File: src/rtl/subtractor_pipe.sv
// Pipelined N-bit subtractor d = a - b - bi, resolving one W-bit slice per stage (S = N/W stages).
// Latency: S cycles from accept to o_valid; throughput one beat per cycle with o_ready held high.
// Backpressure: per-stage valid/ready; empty stages keep accepting, a full stalled pipe drops i_ready.
//
// Ports: clk/rst (sync, active-high); i_valid/i_ready + a, b, bi operand beat;
//        o_valid/o_ready + d, bo (unsigned borrow-out), ov (signed overflow).
// Optional feature macro: SUBTRACTOR_PIPE_OVF_EN enables ov; when undefined ov is tied to 0.
module subtractor_pipe #(
  parameter int N = 16,
  parameter int W = 4
) (
  input  logic         clk,
  input  logic         rst,
  input  logic         i_valid,
  output logic         i_ready,
  input  logic [N-1:0] a,
  input  logic [N-1:0] b,
  input  logic         bi,
  output logic         o_valid,
  input  logic         o_ready,
  output logic [N-1:0] d,
  output logic         bo,
  output logic         ov
);

  localparam int S = N / W;

  // One W-bit slice with borrow-lookahead: propagate when bits are equal,
  // generate when minuend bit is 0 and subtrahend bit is 1.
  // Returns {borrow_out, difference}.
  function automatic logic [W:0] sub_slice(input logic [W-1:0] x,
                                           input logic [W-1:0] y,
                                           input logic         bin);
    logic [W-1:0] p;
    logic [W-1:0] g;
    logic [W:0]   c;
    p    = ~(x ^ y);
    g    = ~x & y;
    c    = '0;
    c[0] = bin;
    for (int i = 0; i < W; i++) begin
      c[i+1] = g[i] | (p[i] & c[i]);
    end
    return {c[W], (~p) ^ c[W-1:0]};
  endfunction

  logic [S-1:0] vld;
  logic [S-1:0] ready;

  for (genvar k = 0; k < S; k++) begin : gen_stage
    logic                 valid_q;
    logic                 borrow_q;
    logic [(k+1)*W-1:0]   d_q;

    // Operand slices k..S-1 still to be consumed, as seen on this stage's input.
    logic [N-k*W-1:0]     op_a;
    logic [N-k*W-1:0]     op_b;
    logic                 brw_in;
    logic                 vld_in;
    logic [W-1:0]         a_s;
    logic [W-1:0]         b_s;
    logic [W:0]           sub;
    logic [(k+1)*W-1:0]   d_nxt;

    // Stage k can load if any stage from k to the end is empty, or the
    // consumer is taking the last beat: bubbles collapse without a ripple chain.
    assign ready[k] = o_ready | ~(&vld[S-1:k]);
    assign vld[k]   = valid_q;

    if (k == 0) begin : g_in
      assign op_a   = a;
      assign op_b   = b;
      assign brw_in = bi;
      assign vld_in = i_valid;
    end else begin : g_in
      assign op_a   = gen_stage[k-1].g_op.a_q;
      assign op_b   = gen_stage[k-1].g_op.b_q;
      assign brw_in = gen_stage[k-1].borrow_q;
      assign vld_in = gen_stage[k-1].valid_q;
    end

    assign a_s = op_a[W-1:0];
    assign b_s = op_b[W-1:0];
    assign sub = sub_slice(a_s, b_s, brw_in);

    if (k == 0) begin : g_d
      assign d_nxt = sub[W-1:0];
    end else begin : g_d
      assign d_nxt = {sub[W-1:0], gen_stage[k-1].d_q};
    end

    always_ff @(posedge clk) begin
      if (rst) begin
        valid_q  <= 1'b0;
        borrow_q <= 1'b0;
        d_q      <= '0;
      end else if (ready[k]) begin
        valid_q  <= vld_in;
        borrow_q <= sub[W];
        d_q      <= d_nxt;
      end
    end

    // Unconsumed upper operand slices skew forward; the last stage needs none.
    if (k < S-1) begin : g_op
      logic [N-(k+1)*W-1:0] a_q;
      logic [N-(k+1)*W-1:0] b_q;
      always_ff @(posedge clk) begin
        if (rst) begin
          a_q <= '0;
          b_q <= '0;
        end else if (ready[k]) begin
          a_q <= op_a[N-k*W-1:W];
          b_q <= op_b[N-k*W-1:W];
        end
      end
    end
  end

  assign i_ready = ready[0] & ~rst;
  assign o_valid = gen_stage[S-1].valid_q;
  assign d       = gen_stage[S-1].d_q;
  assign bo      = gen_stage[S-1].borrow_q;

`ifdef SUBTRACTOR_PIPE_OVF_EN
  // The operand MSBs arrive at the last stage inside the skewed top slice,
  // so overflow is resolved there and registered alongside d.
  logic ov_q;
  always_ff @(posedge clk) begin
    if (rst) begin
      ov_q <= 1'b0;
    end else if (ready[S-1]) begin
      ov_q <= (gen_stage[S-1].a_s[W-1] != gen_stage[S-1].b_s[W-1]) &
              (gen_stage[S-1].sub[W-1] != gen_stage[S-1].a_s[W-1]);
    end
  end
  assign ov = ov_q;
`else
  assign ov = 1'b0;
`endif

endmodule

File: config.mk
export PLATFORM = sky130hd
export DESIGN_NAME = subtractor_pipe
export DESIGN_NICKNAME = d
export VERILOG_FILES = /design/src/rtl/subtractor_pipe.sv
export SDC_FILE = /design/constraint.sdc
export NUM_CORES = 1
export LEC_CHECK = 0
export ABC_AREA = 1
export CELL_PAD_IN_SITES_DETAIL_PLACEMENT = 1
export CELL_PAD_IN_SITES_GLOBAL_PLACEMENT = 1
export CORE_ASPECT_RATIO = 1.75
export CORE_MARGIN = 1
export CORE_UTILIZATION = 36
export DETAILED_ROUTE_END_ITERATION = 12
export GPL_TIMING_DRIVEN = 0
export PLACE_DENSITY_LB_ADDON = 0.1
export SLEW_MARGIN = 0
export SYNTH_ARGS = -nofsm -noshare
export SYNTH_HDL_FRONTEND = slang
export SYNTH_SLANG_ARGS = --single-unit
File: constraint.sdc
create_clock -name clk -period 2.16 [get_ports clk]
set_input_delay 0.432 -clock clk [delete_from_list [all_inputs] [get_ports clk]]
set_output_delay 0.432 -clock clk [all_outputs]
set_load 0.03 [all_outputs]
==> results of run 1 <==
Yosys cell counts:
master,number
sky130_fd_sc_hd__a21oi_1,34
sky130_fd_sc_hd__nor2_4,2
sky130_fd_sc_hd__buf_4,7
sky130_fd_sc_hd__buf_6,7
sky130_fd_sc_hd__nor2_1,157
sky130_fd_sc_hd__inv_1,82
sky130_fd_sc_hd__conb_1,1
sky130_fd_sc_hd__fa_1,16
sky130_fd_sc_hd__nand3_1,55
sky130_fd_sc_hd__clkinv_1,1
sky130_fd_sc_hd__nand2_1,63
sky130_fd_sc_hd__clkbuf_1,6
sky130_fd_sc_hd__o21ai_0,35
sky130_fd_sc_hd__buf_1,4
sky130_fd_sc_hd__dfxtp_1,96
sky130_fd_sc_hd__buf_2,14
stage by stage:
stage,power [W],instances
6_report,0.00397,786
2_1_floorplan,0.00227,580
3_3_place_gp,0.00247,770
5_1_grt,0.00418,786
3_5_place_dp,0.00249,770
4_1_cts,0.00401,786
critical path: stages, from the launching register on:
cell                      delay, ns
sky130_fd_sc_hd__dfxtp_1       0.31
sky130_fd_sc_hd__inv_2         0.07
sky130_fd_sc_hd__fa_2          0.19
sky130_fd_sc_hd__inv_1         0.05
sky130_fd_sc_hd__fa_2          0.34
sky130_fd_sc_hd__fa_2          0.34
sky130_fd_sc_hd__inv_2         0.06
sky130_fd_sc_hd__fa_1          0.43
sky130_fd_sc_hd__o21ai_2       0.16
sky130_fd_sc_hd__nor2_1        0.05
registers in the layout (all words and copies together), names as in the netlist:
| name | flops |
|---|---|
| o_valid | 1 |
| gen_stage.borrow_q | 3 |
| gen_stage.valid_q | 3 |
| gen_stage.g_op.a_q | 24 |
| gen_stage.g_op.b_q | 24 |
| bo | 1 |
| gen_stage.d_q | 24 |
| d | 16 |
how the worst min path moves through the flow:
stage / cells after the start / start / slack, ns / to
2_1_floorplan: 2 / gen_stage[0].valid_q / 0.44 / gen_stage[1].valid_q
3_3_place_gp: 2 / gen_stage[0].valid_q / 0.45 / gen_stage[1].valid_q
3_5_place_dp: 2 / gen_stage[0].valid_q / 0.47 / gen_stage[1].valid_q
4_1_cts: 2 / gen_stage[0].valid_q / 0.48 / gen_stage[1].valid_q
5_1_grt: 2 / gen_stage[2].g_op.b_q[0] / 0.51 / gen_stage[2].g_op.b_q[0]
6_report: 2 / gen_stage[0].valid_q / 0.47 / gen_stage[1].valid_q
cell families (layout without fill, tap and decap cells):
logic type	Yosys count	after routing	synth area share [%]
flip-flops	96	96	45.1
AO/OA/AOI/OAI	69	69	8.10
other	1	1	0.0879
adder cells (fa/ha/maj)	16	16	7.51
buffers and inverters	121	192	12.9
AND/OR/NAND/NOR	277	277	26.3
where the power goes:
group	switching [W]	total [W]	leakage, nW	internal [W]
Clock	0.000724	0.00151	0.132	0.000791
Sequential	0.0000613	0.00195	0.793	0.00189
Combinational	0.000279	0.000508	1.40	0.000229
Total	0.00106	0.00397	2.33	0.00290
per-layer routing:
metal | track usage (%) | part of all wire (%) | vias up
met5 | 0 | 0 | -
met4 | 6.29 | 2.1 | 0
met3 | 3.23 | 2.2 | 13
met2 | 36.0 | 55 | 56
met1 | 21.3 | 41 | 1704
li1 | - | - | 1886
area by class of cell:
| cell class | count | area, sq um | share of cell area [%] |
|---|---|---|---|
| inverters | 83 | 312 | 5.89 |
| clock buffers | 9 | 225 | 4.26 |
| clock inverters | 7 | 55.1 | 1.04 |
| flip-flops and latches | 96 | 1930 | 36.4 |
| plain buffers | 38 | 239 | 4.52 |
| well taps | 135 | 169 | 3.19 |
| repair buffers | 55 | 543 | 10.3 |
| multi-input cells | 363 | 1820 | 34.4 |
repair_timing:
item                                    CTS  global route
resized for setup                        22            16
endpoints found under the setup margin    5             4
pin swaps                                 6             9
==> results list, run 1 <==
- The worst register-to-register path ends at gen_stage[2].d_q[11].
- The number of clock buffers added by TritonCTS is 9.
* Synthesized net count: 633
- The share of synthesized area in the top cell type comes to 45.1%.
- Post-synthesis instance total: 580
- The worst setup path is launched from a flip-flop.
* Leading post-synthesis cells by cell area: sky130_fd_sc_hd__dfxtp_1 45%, sky130_fd_sc_hd__nor2_1 14%, sky130_fd_sc_hd__fa_1 7.5%, sky130_fd_sc_hd__inv_1 7.2%, sky130_fd_sc_hd__nand3_1 6.5%
* Tightest slew margin relative to the limit: 63.5%
- The first global-routing pass estimated 18600 um of wire.
- At the end of routability-driven placement, the weighted congestion stood at 0.743.
* Area growth, synth to finish: 24.0%
- The core region is 11600 sq um.
* Kind of capture point of the worst setup path: flip-flop
* Status: complete, but fails checks
- The post-route netlist has 10.9% of its cells at a drive strength greater than 1.
* Worst VDD drop: 0.392 mV
- Once layout is complete, the utilization of the core stands at 45.7%.
* Max Root-Sink Buffers: 2
- Wires add up to 10600 um.
- Setup repair after global routing could not meet its margin everywhere.
* Worst Hold Slack: 0.475 ns
- Slew of the pin with the lowest slew margin: 0.548 ns
- Horizontal extent of the die: 84.3 um
- Most common cell after layout, fill and taps aside: sky130_fd_sc_hd__nor2_1
- Post-DP Area: 4980 sq um
* Worst setup startpoint: gen_stage[1].borrow_q
- Routed length per instance: 13.5 um
- The Yosys step of the flow raised 0 warnings.
- Startpoint of the lowest-slack register-to-register path: gen_stage[1].borrow_q
- Die height: 146 um
- Crit path to: gen_stage[2].d_q[11]
* Root buf cell: sky130_fd_sc_hd__clkbuf_16
- Most frequent cells in the layout: 157 x sky130_fd_sc_hd__nor2_1, 93 x sky130_fd_sc_hd__dfxtp_1, 71 x sky130_fd_sc_hd__inv_1
* Number of storage elements in the synthesis netlist: 96
* Clock tree from TritonCTS: done
- Failing checks: DRC
* Final worst slack: 0.0457 ns
- The floorplan step defined a die boundary enclosing 12300 sq um.
- Yosys top cell by area: sky130_fd_sc_hd__dfxtp_1
- Before CTS, the worst setup slack after placement is -0.619 ns.
* Initial antenna violation count: 0
- Number of different library cells in the post-synthesis netlist: 16
* Average vias per placed instance: 4.66
- After synthesis, flip-flops and latches occupy 45.1% of the total area.
- CP Data Required Time: 2.40 ns
- After clock tree synthesis, the flow added hold-fix buffers numbering 0.
- ANT cells: 0
- Final hold violations: 0
- Max Freq: 473 MHz
* Pwr per Cell Area: 751 nW/um^2
* Total number of clock tree sinks: 96
- For the worst-skew pair, the clock arrives at the later sink with an insertion delay of 0.34 ns.
* Class of the tightest hold or removal check: reg -> reg
- The tool flagged a number of max-cap violations equal to 0.
- The via count of the first global-routing pass was 3972.
- Summed negative setup slack over all endpoints: 0 ns
* Total of endpoints with negative setup slack in the final report: 0
- The worst path in the final design needs a cycle of 2.11 ns, including I/O delays and setup.
* Number of top-level pins: 57
- The number of setup buffers added after CTS is 0.
- Along the worst path, the maximum fanout reaches 2.
* Violation count after the first detailed-routing iteration: 123
* Total track usage: 19.1%
* Final HPWL DP: 8220 um
- For this run the aggregate overflow at the end of global routing stands at 0.
- Path depth of the worst reg2reg path: 9
- The final layout contains 699 nets.
- The analysis attributes to cell leakage a power of 2.33 nW.
- Post-detailed-route DRC marker count: 2
- Summing every instance area after synthesis gives 4270 sq um.
* Largest net degree at the start of global routing: 18
- Clock-pin slew was measured on the worst setup and hold paths at 0.07 ns.
- The clock tree synthesis step divided the H-tree into 3 levels.
- Initial core utilization: 36.8%
- A synthesized cell averages 7.35 sq um.
* Finished Cell Area: 5290 sq um
* Detail Route Antenna Nets: 0
- The number of max-slew violations in the final report is 0.
- Routed via count: 3659
* Filler cell count: 1485
- The setup check on the worst reg-to-reg path leaves a slack of 0.05 ns.
- The count of buffers added on input and output ports is 55.
- Data arrives at the worst endpoint at 2.36 ns.
- Final worst-path cycle share: 97.9%
- Clock Skew: 0.00569 ns
* Initial DRT Pass Iterations: 8
- Kind of critical path: reg -> reg
* Number of cell rows: 52
(Power assumes the default switching activity.)
==> run 2, diff against run 1 <==
Settings changed: CORE_UTILIZATION 36 to 37, CTS_BUF_LIST set to sky130_fd_sc_hd__clkbuf_2.
==> results list, run 2 (synthesis results as in run 1) <==
- The clock latency on the worst-skew pair was 0.57 ns (+0.23 ns).
- Post-detailed-route DRC marker count: 0 (-2)
- The post-detailed-route count of antenna-violating nets is 0 (unchanged).
* Total number of clock tree sinks: 96 (unchanged)
- The critical path in this run is classified as reg -> reg.
- Clk slew on worst S/H paths: 0.27 ns (+0.20 ns)
- The final core area utilization was 46.9% (+1.2 points).
* Tightest slew margin relative to the limit: 63.1% (-0.41 points)
* Total of endpoints with negative setup slack in the final report: 0 (unchanged)
- The global-route track usage on met1 came to 20.5% (-0.80 points).
- Initial core utilization: 38.2% (+1.4 points)
- The ratio of total power to cell area was 651 nW/um^2 (-13%).
- Clock tree from TritonCTS: done
- Kind of capture point of the worst setup path: flip-flop
- Number of top-level pins: 57 (unchanged)
* Summed negative setup slack over all endpoints: 0 ns (unchanged)
* Worst slack, placed: -0.654 ns (-0.0345 ns)
* Share of cells above drive strength 1: 12.3% (+1.4 points)
- Worst VDD drop: 0.354 mV (-9.7%)
- The minimum clock period came to 2.11 ns (-0.00510 ns).
* Routability congestion estimate: 0.770 (+3.7%)
- The total iterations of the first detailed-routing run is 4 (-4).
- Most frequent cells in the layout: 156 x sky130_fd_sc_hd__nor2_1, 88 x sky130_fd_sc_hd__dfxtp_1, 76 x sky130_fd_sc_hd__inv_1
- Total track usage: 19.5% (+0.42 points)
- Leaving out fill and tap cells, the most frequent cell in the layout is sky130_fd_sc_hd__nor2_1.
- The count of filler cells inserted in the layout is 1423 (-4.2%).
- In this run the clock root is driven by a sky130_fd_sc_hd__clkbuf_2.
- Most heavily used metal layer in global routing: met2
* Final number of max-transition violations: 0 (unchanged)
* Via count of the first global-routing pass: 3958 (-0.35%)
* Met3 Track Usage GR: 2.63% (-0.61 points)
- The standard cell core area is 11200 sq um (-3.6%).
- The global-route met2 utilization came to 38.2% (+2.2 points).
- Data arrival, critical path: 2.62 ns (+0.26 ns)
- The number of rows in the core area came to 51 (-1.9%).
* Violation count after the first detailed-routing iteration: 82 (-33%)
- Static Leak: 2.39 nW (+2.7%)
- Remaining Overflow, GRT: 0 (unchanged)
- The worst clock skew came to 0.0301 ns (+0.0244 ns).
- Average vias per placed instance: 4.66 (about the same)
* Category of the worst setup path launch point: flip-flop
- The die outline width is 83.2 um (-1.3%).
- Initial antenna violation count: 1 (+1)
- The placed wire-length estimate after detailed placement was 8290 um (+0.96%).
* Critical path peak fanout: 2 (unchanged)
- The final period utilization is 97.6% (-0.24 points).
- The number of hold violations in the final report came to 0 (unchanged).
- Die height: 144 um (-1.3%)
* Finished Cell Area: 5230 sq um (-1.0%)
* Final-stage net count: 706 (+1.0%)
- The final worst setup slack was 0.0508 ns (+0.00510 ns).
- The count of input and output buffers was 55 (unchanged).
- The transition at the pin with the smallest max-transition slack came to 0.554 ns (+0.00615 ns).
* Top flop regs: gen_stage.d_q (24), gen_stage.g_op.a_q (24), gen_stage.g_op.b_q (24)
- Total clock buffers created by CTS: 9 (unchanged)
- Deepest level of the CTS H-tree: 3 (unchanged)
* CP Data Required Time: 2.67 ns (+0.27 ns)
* Unrepaired setup endpoints after global routing: yes
- The clock tree buffer depth is 2 (unchanged).
- Status: completed
* Largest net degree at the start of global routing: 18 (unchanged)
- The maximum achievable frequency came to 474 MHz (+0.24%).
- The total wirelength of the detailed-routed design came to 10900 um (+2.3%).
* Routed via count: 3683 (+0.66%)
- Relative to the synthesized area, the layout overhead comes to 22.7%.
- The total die area was 12000 sq um (-2.7%).
* Number of max-cap violations: 0 (unchanged)
* Class of the tightest hold or removal check: in -> reg
- The placed instance area was 4980 sq um (about the same).
* First-pass GRT wire length: 18500 um (-0.30%)
* Hold Buf Count CTS: 0 (unchanged)
- Routed length per instance: 13.7 um (+1.7%)
-- run 2: cell types whose count changed in the layout (fill, tap and decap cells not counted), sizes merged --
cell and change:
buf +7, clkdlybuf4s15 -3, clkinv -3, diode +1, dlymetal6s2s +4, dlygate4sd2 -1
inv +2, bufinv +1
-- run 2: layer usage --
layer / up-vias / share of wire, %
met3: 17 / 2.2
met5: - / 0
li1: 1900 / -
met1: 1708 / 40
met2: 58 / 55
met4: 0 / 2.7
-- run 2: worst max-delay path, stage by stage, from the launching register on --
cell	delay, ns
sky130_fd_sc_hd__dfxtp_2	0.38
sky130_fd_sc_hd__inv_2	0.06
sky130_fd_sc_hd__fa_1	0.16
sky130_fd_sc_hd__inv_1	0.05
sky130_fd_sc_hd__fa_2	0.36
sky130_fd_sc_hd__fa_2	0.35
sky130_fd_sc_hd__inv_2	0.06
sky130_fd_sc_hd__fa_1	0.43
sky130_fd_sc_hd__o21ai_2	0.15
sky130_fd_sc_hd__nor2_1	0.04
-- run 2: final timing paths --
kind,startpoint,endpoint,slack [ns],cells after the start
setup / recovery,gen_stage[1].borrow_q,gen_stage[2].d_q[11],0.05,9
hold reg to reg,gen_stage[0].g_op.b_q[11],gen_stage[1].g_op.b_q[7],0.48,2
hold / removal,b[8],gen_stage[0].g_op.b_q[4],0.41,3
setup reg to reg,gen_stage[1].borrow_q,gen_stage[2].d_q[11],0.05,9
-- run 2: layout make-up --
class	count	area, sq um	share of cell area (%)
diodes	1	2.50	0.0478
plain buffers	37	241	4.61
clock buffers	9	45.0	0.861
clock inverters	7	76.3	1.46
inverters	83	314	6.00
multi-input cells	363	1830	35.0
flip-flops and latches	96	1930	37.0
well taps	132	165	3.16
repair buffers	63	621	11.9
-- run 2: timing repair --
item                       in CTS  in global routing
setup buffers                   4                  4
gates resized for setup        28                 19
pin swaps                       2                  5
gates cloned                    0                  0
setup endpoints to repair       6                  9
-- run 2: report_power, final --
group / internal, W / switching, W / leakage, nW / total, W
registers: 0.00189 / 0.0000621 / 0.795 / 0.00195
clock network: 0.000277 / 0.000646 / 0.0693 / 0.000924
logic: 0.000243 / 0.000284 / 1.53 / 0.000527
-- run 2: through the flow --
step           total power, W  hold WS, ns  instances
2_1_floorplan         0.00227        0.441        580
3_3_place_gp          0.00247        0.453        767
3_5_place_dp          0.00249        0.474        767
4_1_cts               0.00344        0.354        787
5_1_grt               0.00359        0.399        791
6_report              0.00340        0.415        791
